[src/rtl/impl_window_checker_pkg.sv]
// Shared types and helpers for the windowed-implication checker.
package impl_chk_pkg;

  // Widest fail counter a lane can export through the status record.
  localparam int unsigned CNT_MAX_W = 16;

  // Width needed to hold a window bound in the range 0..max_dly.
  function automatic int unsigned dly_w(input int unsigned max_dly);
    return $clog2(max_dly + 1);
  endfunction

  // Per-channel status exported by each lane.
  typedef struct packed {
    logic                 pass;
    logic                 fail;
    logic                 sticky;
    logic [CNT_MAX_W-1:0] cnt;
  } lane_status_t;

endpackage

[src/rtl/impl_window_checker_lane.sv]
// One checker channel: pending-attempt vector, window evaluation,
// registered pass/fail pulses, sticky error flag and saturating counter.
module impl_chk_lane
  import impl_chk_pkg::*;
#(
  parameter int unsigned MAX_DLY = 7,
  parameter int unsigned CNT_W   = 8,
  parameter int unsigned DLY_W   = 3
) (
  input  logic             clk,
  input  logic             rst_n,
  input  logic             start,
  input  logic             cons,
  input  logic             clr,
  input  logic             flush,
  input  logic [DLY_W-1:0] cfg_min,
  input  logic [DLY_W-1:0] cfg_max,
  output lane_status_t     status,
  output logic             busy
);

  // r_pend[k]: attempt that will be age k+1 at the next evaluation.
  logic [MAX_DLY-1:0] r_pend;
  logic               r_pass;
  logic               r_fail;
  logic               r_sticky;
  logic [CNT_W-1:0]   r_cnt;

  logic [MAX_DLY:0]   w_age;
  logic [MAX_DLY:0]   w_ge_min;
  logic [MAX_DLY:0]   w_eq_max;
  logic [MAX_DLY:0]   w_le_max;
  logic [MAX_DLY:0]   w_pass;
  logic [MAX_DLY:0]   w_fail;
  logic [MAX_DLY-1:0] w_surv;
  logic               w_fail_now;

  // Evaluate every live attempt against the window using shift-built masks.
  always_comb begin
    w_age    = {r_pend, start};
    w_ge_min = '1;
    w_ge_min = w_ge_min << cfg_min;
    w_eq_max = (MAX_DLY + 1)'(1);
    w_eq_max = w_eq_max << cfg_max;
    w_le_max = w_eq_max | (w_eq_max - (MAX_DLY + 1)'(1));
    w_pass   = w_age & w_ge_min & w_le_max & {(MAX_DLY + 1){cons}};
    w_fail   = w_age & w_eq_max & ~w_pass;
    // Attempts older than max (only possible after a mid-flight config
    // change) are dropped rather than aged forever.
    w_surv   = w_age[MAX_DLY-1:0] & ~w_pass[MAX_DLY-1:0] &
               w_le_max[MAX_DLY-1:0] & ~w_eq_max[MAX_DLY-1:0];
    w_fail_now = ~flush & (|w_fail);
  end

  // Age surviving attempts and register the per-cycle pass/fail pulses.
  always_ff @(posedge clk) begin
    if (!rst_n) begin
      r_pend <= '0;
      r_pass <= 1'b0;
      r_fail <= 1'b0;
    end else if (flush) begin
      r_pend <= '0;
      r_pass <= 1'b0;
      r_fail <= 1'b0;
    end else begin
      r_pend <= w_surv;
      r_pass <= |w_pass;
      r_fail <= |w_fail;
    end
  end

  // Sticky flag and saturating counter; a same-cycle failure beats clr.
  always_ff @(posedge clk) begin
    if (!rst_n) begin
      r_sticky <= 1'b0;
      r_cnt    <= '0;
    end else if (w_fail_now) begin
      r_sticky <= 1'b1;
      if (clr) begin
        r_cnt <= CNT_W'(1);
      end else if (r_cnt != '1) begin
        r_cnt <= r_cnt + CNT_W'(1);
      end
    end else if (clr) begin
      r_sticky <= 1'b0;
      r_cnt    <= '0;
    end
  end

  // Pack the lane status for the top level.
  always_comb begin
    status.pass   = r_pass;
    status.fail   = r_fail;
    status.sticky = r_sticky;
    status.cnt    = CNT_MAX_W'(r_cnt);
    busy          = |r_pend;
  end

endmodule

[config.mk]
export PLATFORM = sky130hd
export DESIGN_NAME = impl_chk_lane
export DESIGN_NICKNAME = d
export VERILOG_FILES = /design/src/rtl/impl_window_checker_pkg.sv /design/src/rtl/impl_window_checker_lane.sv
export SDC_FILE = /design/constraint.sdc
export NUM_CORES = 1
export LEC_CHECK = 0
export CAP_MARGIN = 25
export CORE_AREA = 4 4 59 61
export DETAILED_ROUTE_END_ITERATION = 16
export DIE_AREA = 0 0 63 65
export DONT_BUFFER_PORTS = 1
export SLEW_MARGIN = 20
export SYNTH_ARGS = -nofsm -noshare
export SYNTH_HDL_FRONTEND = slang
export SYNTH_SLANG_ARGS = --single-unit
[constraint.sdc]
create_clock -name clk -period 2.05 [get_ports clk]
set_input_delay 0.41 -clock clk [delete_from_list [all_inputs] [get_ports clk]]
set_output_delay 0.41 -clock clk [all_outputs]
set_load 0.005 [all_outputs]
==> impl_metrics.tcl, run 1 <==
set metrics [dict create \
    status "finished, final reports clean" \
    async_flop_share 0 \
    fmax_ghz 0.552 \
    ys_seq_area_frac 0.298 \
    synth.distinct_cells 45 \
    fin_crit_sh 0.883 \
    cts_tree "built" \
    end_kind "register" \
    worst_ep_required_time_ns 2.26 \
    rsz0062_at_grt "no" \
    floorplan.initialDensity 0.405 \
    cp_num_buf_inv 1 \
    first_pass_iters 4 \
    hold_path.startpoint "cons" \
    vias 1088 \
    cts_setup_buffers 0 \
    reg2reg_to "r_cnt[5]$_SDFFE_PN0P_" \
    ys_warn_count 0 \
    whs_endpoint "r_pend[5]$_SDFF_PP0_" \
    synth_top_area_cell "dfxtp_1" \
    drc 0 \
    antenna_found_initial 0 \
    crit_slowest_cell "dfxtp_1" \
    ys.flop_type "dfxtp_1" \
    die_h_um 65 \
    crit_family "compound AO/OA/AOI/OAI gates" \
    die_w_um 63 \
    reg2reg_setup_slack_ns 0.24 \
    cts_hold_buffers 0 \
    htreeDepth 1 \
    cts_buffers 3 \
    root_buffer "clkbuf_4" \
    power_leakage_nw 0.455 \
    startpoint "r_pend[3]$_SDFF_PP0_" \
    io_buffers 0 \
    synth_cells 148 \
    synth.avg_cell_area_sq_um 8.16 \
    nets 155 \
    arrival_ns 2.02 \
    rr_worst_depth 7 \
    clk_pin_slew_ns 0.11 \
    place_congestion 0.894 \
    synthTopCellsByArea "dfxtp_1 (30%), buf_4 (8.1%), nor3_1 (4.1%)" \
    grt_max_degree 17 \
    cts.sinks 18 \
    overflow 0 \
    crit_path_max_fanout 16 \
    synth_seq_cells 18 \
    insertedDiodeCount 0 \
    grt_pass1_wl_um 4730 \
    peakVddDrop_mv 0.198 \
    powerDensity_nw_per_um2 527 \
    wl_um 2810 \
    min_path_cells 1 \
    final_cell_area_sq_um 1200 \
    critPathMaxStageDelay_ns 0.41 \
    synth_edf_count 0 \
    drv_cap 0 \
    ant_nets 0 \
    clock_path_buffers 2 \
    dpl-instance-area_sq_um 1160 \
    final-max-slew-violation-count 0 \
    die-area_sq_um 4100 \
    clk_latency_ns 0.30 \
    fin_crit_ns 1.81 \
    p_total_mw 0.630 \
    setup_viol 0 \
    layout_common_cells "dfxtp_1 (18), nand2_1 (12), nor3_1 (10)" \
    post_cts_resized 0 \
    worstReg2RegStart "r_pend[3]$_SDFF_PP0_" \
    setup_ws_ns 0.240 \
    post-synth-top-area-fraction 0.298 \
    min_path_type "input port to register" \
    num_rows 20 \
    core_sq_um 2980 \
    grt_pass1_vias 989 \
    area_growth_pct -0.932 \
    drt-vias-per-instance 6.25 \
    path_cells "mux2i_1 > or4_1 > o22a_1 > a21oi_4 > buf_12 > a31oi_1 > a41o_1" \
    hold_viol 0 \
    tns_ns 0 \
    layout_commonest_cell "dfxtp_1" \
    wl_per_cell_um 16.1 \
    dp_hpwl_um 2030 \
    syn_area_sq_um 1210 \
    dp_slack_ns 0.0884 \
    io_pins 32 \
    cp-start-kind "register" \
    grt_usage 0.142 \
    drt-initial-drc-count 90 \
    finClkSkew_ns 0.00454 \
    crit_type "register to register" \
    drive_gt1_frac 0.0780 \
]
per-stage QoR:
stage | hold WS [ns] | cells | utilization
6_report | 0.191 | 174 | 0.402
5_1_grt | 0.178 | 174 | 0.402
4_1_cts | 0.189 | 174 | 0.402
3_5_place_dp | 0.491 | 170 | 0.389
3_3_place_gp | 0.490 | 170 | 0.389
2_1_floorplan | 0.447 | 155 | -
layout make-up:
class	count	area [sq um]
fill	293	1780
clock buffer	4	36.3
timing repair buffer	2	27.5
tap	33	41.3
sequential	18	360
inverter	6	22.5
multi-input combinational	111	708
worst register-to-register path, stage by stage (launching register included):
cell and delay [ns]:
dfxtp_1 0.41, mux2i_1 0.09, or4_1 0.39, o22a_1 0.25
a21oi_4 0.15, buf_12 0.15, a31oi_1 0.08, a41o_1 0.20
state kept, by name (all words and copies together) (netlist names):
| register | cells |
|---|---|
| r_cnt | 8 |
| r_pend | 7 |
| r_fail | 1 |
| r_pass | 1 |
| r_sticky | 1 |
worst max-delay path by stage:
| stage | to | slack, ns | cells after the start |
|---|---|---|---|
| after floorplan | r_cnt[5]$_SDFFE_PN0P_ | 0.08 | 8 |
| after global placement | r_cnt[5]$_SDFFE_PN0P_ | 0.12 | 7 |
| after detailed placement | r_cnt[5]$_SDFFE_PN0P_ | 0.09 | 7 |
| after CTS | r_cnt[4]$_SDFFE_PN0P_ | 0.24 | 7 |
| after global routing | r_cnt[6]$_SDFFE_PN0P_ | 0.08 | 7 |
| final | r_cnt[5]$_SDFFE_PN0P_ | 0.24 | 7 |
per-layer routing:
layer	part of all wire	GRT usage	vias up
li1	-	-	513
met1	0.42	0.186	504
met2	0.46	0.219	62
met3	0.088	0.0277	9
met4	0.027	0.0744	0
met5	0	0	-
Yosys cell counts, types with 2 or more instances:
| master | instances |
|---|---|
| clkbuf_1 | 2 |
| nor2b_1 | 4 |
| buf_6 | 2 |
| inv_1 | 6 |
| a31oi_1 | 2 |
| a2111oi_1 | 2 |
| nor3_1 | 10 |
| and4b_1 | 2 |
| nand2b_1 | 7 |
| a21oi_1 | 6 |
| and4_1 | 2 |
| o21ai_0 | 6 |
| nand3b_1 | 2 |
| a41o_1 | 3 |
| nand2_1 | 12 |
| dfxtp_1 | 18 |
| a2111oi_0 | 2 |
| mux2i_1 | 2 |
| nor4_1 | 2 |
| and3_1 | 7 |
| a41oi_1 | 3 |
| a211oi_1 | 2 |
| o21a_1 | 2 |
| buf_4 | 13 |
| buf_2 | 3 |
| nor2_1 | 7 |
cells by family after synthesis:
family,count (synthesis),share of synthesized area
AOI/OAI and AO/OA,35,0.215
adders and majority gates,1,0.0104
buffers and inverters,26,0.137
DFF,18,0.298
muxes,3,0.0259
other,1,0.00311
and+or+nand+nor,64,0.311
report_power, final:
part	switching, mW	leakage (nW)	internal, mW	total, mW
combinational	0.0265	0.289	0.0212	0.0477
clock	0.120	0.0210	0.108	0.229
sequential	0.00157	0.145	0.352	0.353
Power figures use the tool's default switching activity.
==> run 2: changes to the inputs <==
clock period = 1.75 ns   (was 2.05 ns; I/O delays follow)
==> run 2 against run 1 <==
  * Register-to-register slack got worse by 0.22 ns
  * First-iteration DRC count rose by 12%
  * Global-route usage rose by 0.44 points
  * Flip-flop and latch count did not move
  * Die area did not move
  * Largest cell class unchanged
  * Highest routed layer unchanged
  * Wire length rose by 2.7%
  * Cell count rose by 2.9%
  * Cell area rose by 4.8%
  * Count of clock-buffer cells in the layout did not move
==> impl_metrics.tcl, run 2 (synthesis results as in run 1) <==
set metrics [dict create \
    status "finished, final reports clean" \
    root_buffer "clkbuf_4" \
    cts_tree "built" \
    antenna_found_initial 0 \
    peakVddDrop_mv 0.291 \
    layout_common_cells "dfxtp_1 (17), nand2_1 (12), nor3_1 (10)" \
    swShare 0.244 \
    cts.sinks 18 \
    cts_setup_buffers 0 \
    reg_top3 "r_cnt: 8 flops, r_pend: 7 flops" \
    cp-start-kind "register" \
    grt_max_degree 16 \
    drt-initial-drc-count 101 \
    die_h_um 65 \
    cts_hold_buffers 0 \
    nets 160 \
    drv_cap 0 \
    dp_hpwl_um 2180 \
    grt_pass1_wl_um 4850 \
    fin_crit_ns 1.73 \
    p_sw_mw 0.183 \
    cts_buffers 3 \
    clk_latency_ns 0.31 \
    overflow 0 \
    hold_viol 0 \
    grt_pass1_vias 1049 \
    layout_commonest_cell "dfxtp_1" \
    htreeDepth 1 \
    insertedDiodeCount 0 \
    clock_path_buffers 2 \
    p_comb_frac 0.079 \
    drt-vias-per-instance 6.18 \
    wl_per_cell_um 16.1 \
    crit_path_max_fanout 15 \
    io_pins 32 \
    worst_ep_required_time_ns 1.96 \
    clk_pin_slew_ns 0.12 \
    p_int_mw 0.566 \
    ant_nets 0 \
    top_register "r_cnt" \
    fin_crit_sh 0.988 \
    fin_cells 179 \
    wl_um 2890 \
    finClkSkew_ns 0.00593 \
    rsz0062_at_grt "yes" \
    seq_power_share 0.553 \
    crit_type "register to register" \
    worst_pin_slew_ns 0.470 \
    num_rows 20 \
    arrival_ns 1.94 \
    io_buffers 0 \
    core_sq_um 2980 \
    largest_reg_flops 8 \
    drive_gt1_frac 0.130 \
    slew_headroom 0.679 \
    powerDensity_nw_per_um2 597 \
    end_kind "register" \
    power_leakage_nw 0.489 \
    floorplan.initialDensity 0.405 \
    drc 0 \
    setup_viol 0 \
    vias 1106 \
    dp.cells 175 \
    place_congestion 0.864 \
    first_pass_iters 4 \
    die-area_sq_um 4100 \
    p_total_mw 0.748 \
    die_w_um 63 \
    final-max-slew-violation-count 0 \
    fmax_ghz 0.578 \
    min_path_type "input port to register" \
    grt_usage 0.146 \
    area_growth_pct 3.83 \
    pwr-share-clk 0.368 \
]
==> run 2: cell count changes in the layout (fill, tap and decap cells not counted), sizes merged <==
cell	before	now
buf	2	7
==> run 2: area by class of cell <==
cell class,count,area (sq um)
Fill cell,308,1720
Inverter,6,22.5
Sequential cell,18,362
Timing Repair Buffer,7,65.1
Multi-Input combinational cell,111,727
Tap cell,33,41.3
Clock buffer,4,36.3
==> run 2: worst max-delay path: stages, from the launching register on <==
cell and delay, ns:
dfxtp_2 0.35, mux2i_1 0.06, or4_1 0.40, o22a_1 0.24, a21oi_4 0.15, buf_12 0.14
a31oi_1 0.08, a41o_1 0.20
==> run 2: path summary, 6_finish.rpt <==
check                                     startpoint  slack (ns)  depth (start not counted)                     to
worst max-delay path            r_pend[3]$_SDFF_PP0_        0.02                          7  r_cnt[3]$_SDFFE_PN0P_
worst min-delay path                            cons        0.12                          1   r_pend[5]$_SDFF_PP0_
worst max register to register  r_pend[3]$_SDFF_PP0_        0.02                          7  r_cnt[3]$_SDFFE_PN0P_
worst min register to register  r_pend[0]$_SDFF_PP0_        0.52                          2   r_pend[1]$_SDFF_PP0_
==> run 2: timing repair <==
action / in CTS / in global routing
resized for setup: 1 / 0
pin swaps: 0 / 2
setup endpoints to repair: 3 / 8
==> run 2: power by group through the flow <==
| stage | sequential (mW) | combinational [mW] | clock (mW) |
|---|---|---|---|
| after floorplan | 0.423 | 0.0883 | 0 |
| after global placement | 0.423 | 0.0575 | 0 |
| after detailed placement | 0.423 | 0.0579 | 0 |
| after CTS | 0.414 | 0.0584 | 0.279 |
| after global routing | 0.414 | 0.0659 | 0.296 |
| final | 0.414 | 0.0588 | 0.276 |
==> run 2: per-layer routing <==
metal,vias up,track usage,part of all wire
li1,525,-,-
met1,536,0.171,0.40
met2,39,0.253,0.51
met3,6,0.0433,0.076
met4,0,0.0496,0.014
met5,-,0,0
==> run 2: metrics by stage <==
stage / area [sq um] / hold slack (ns) / setup slack, ns / util / setup TNS, ns
finish: 1250 / 0.122 / 0.0206 / 0.421 / 0
detailed placement: 1220 / 0.458 / -0.128 / 0.408 / -0.854
floorplan: 1270 / 0.447 / -0.139 / - / -0.517
global placement: 1220 / 0.453 / -0.0949 / 0.408 / -0.581
global route: 1250 / 0.112 / -0.0980 / 0.421 / -0.465
CTS: 1250 / 0.122 / 0.0123 / 0.421 / 0
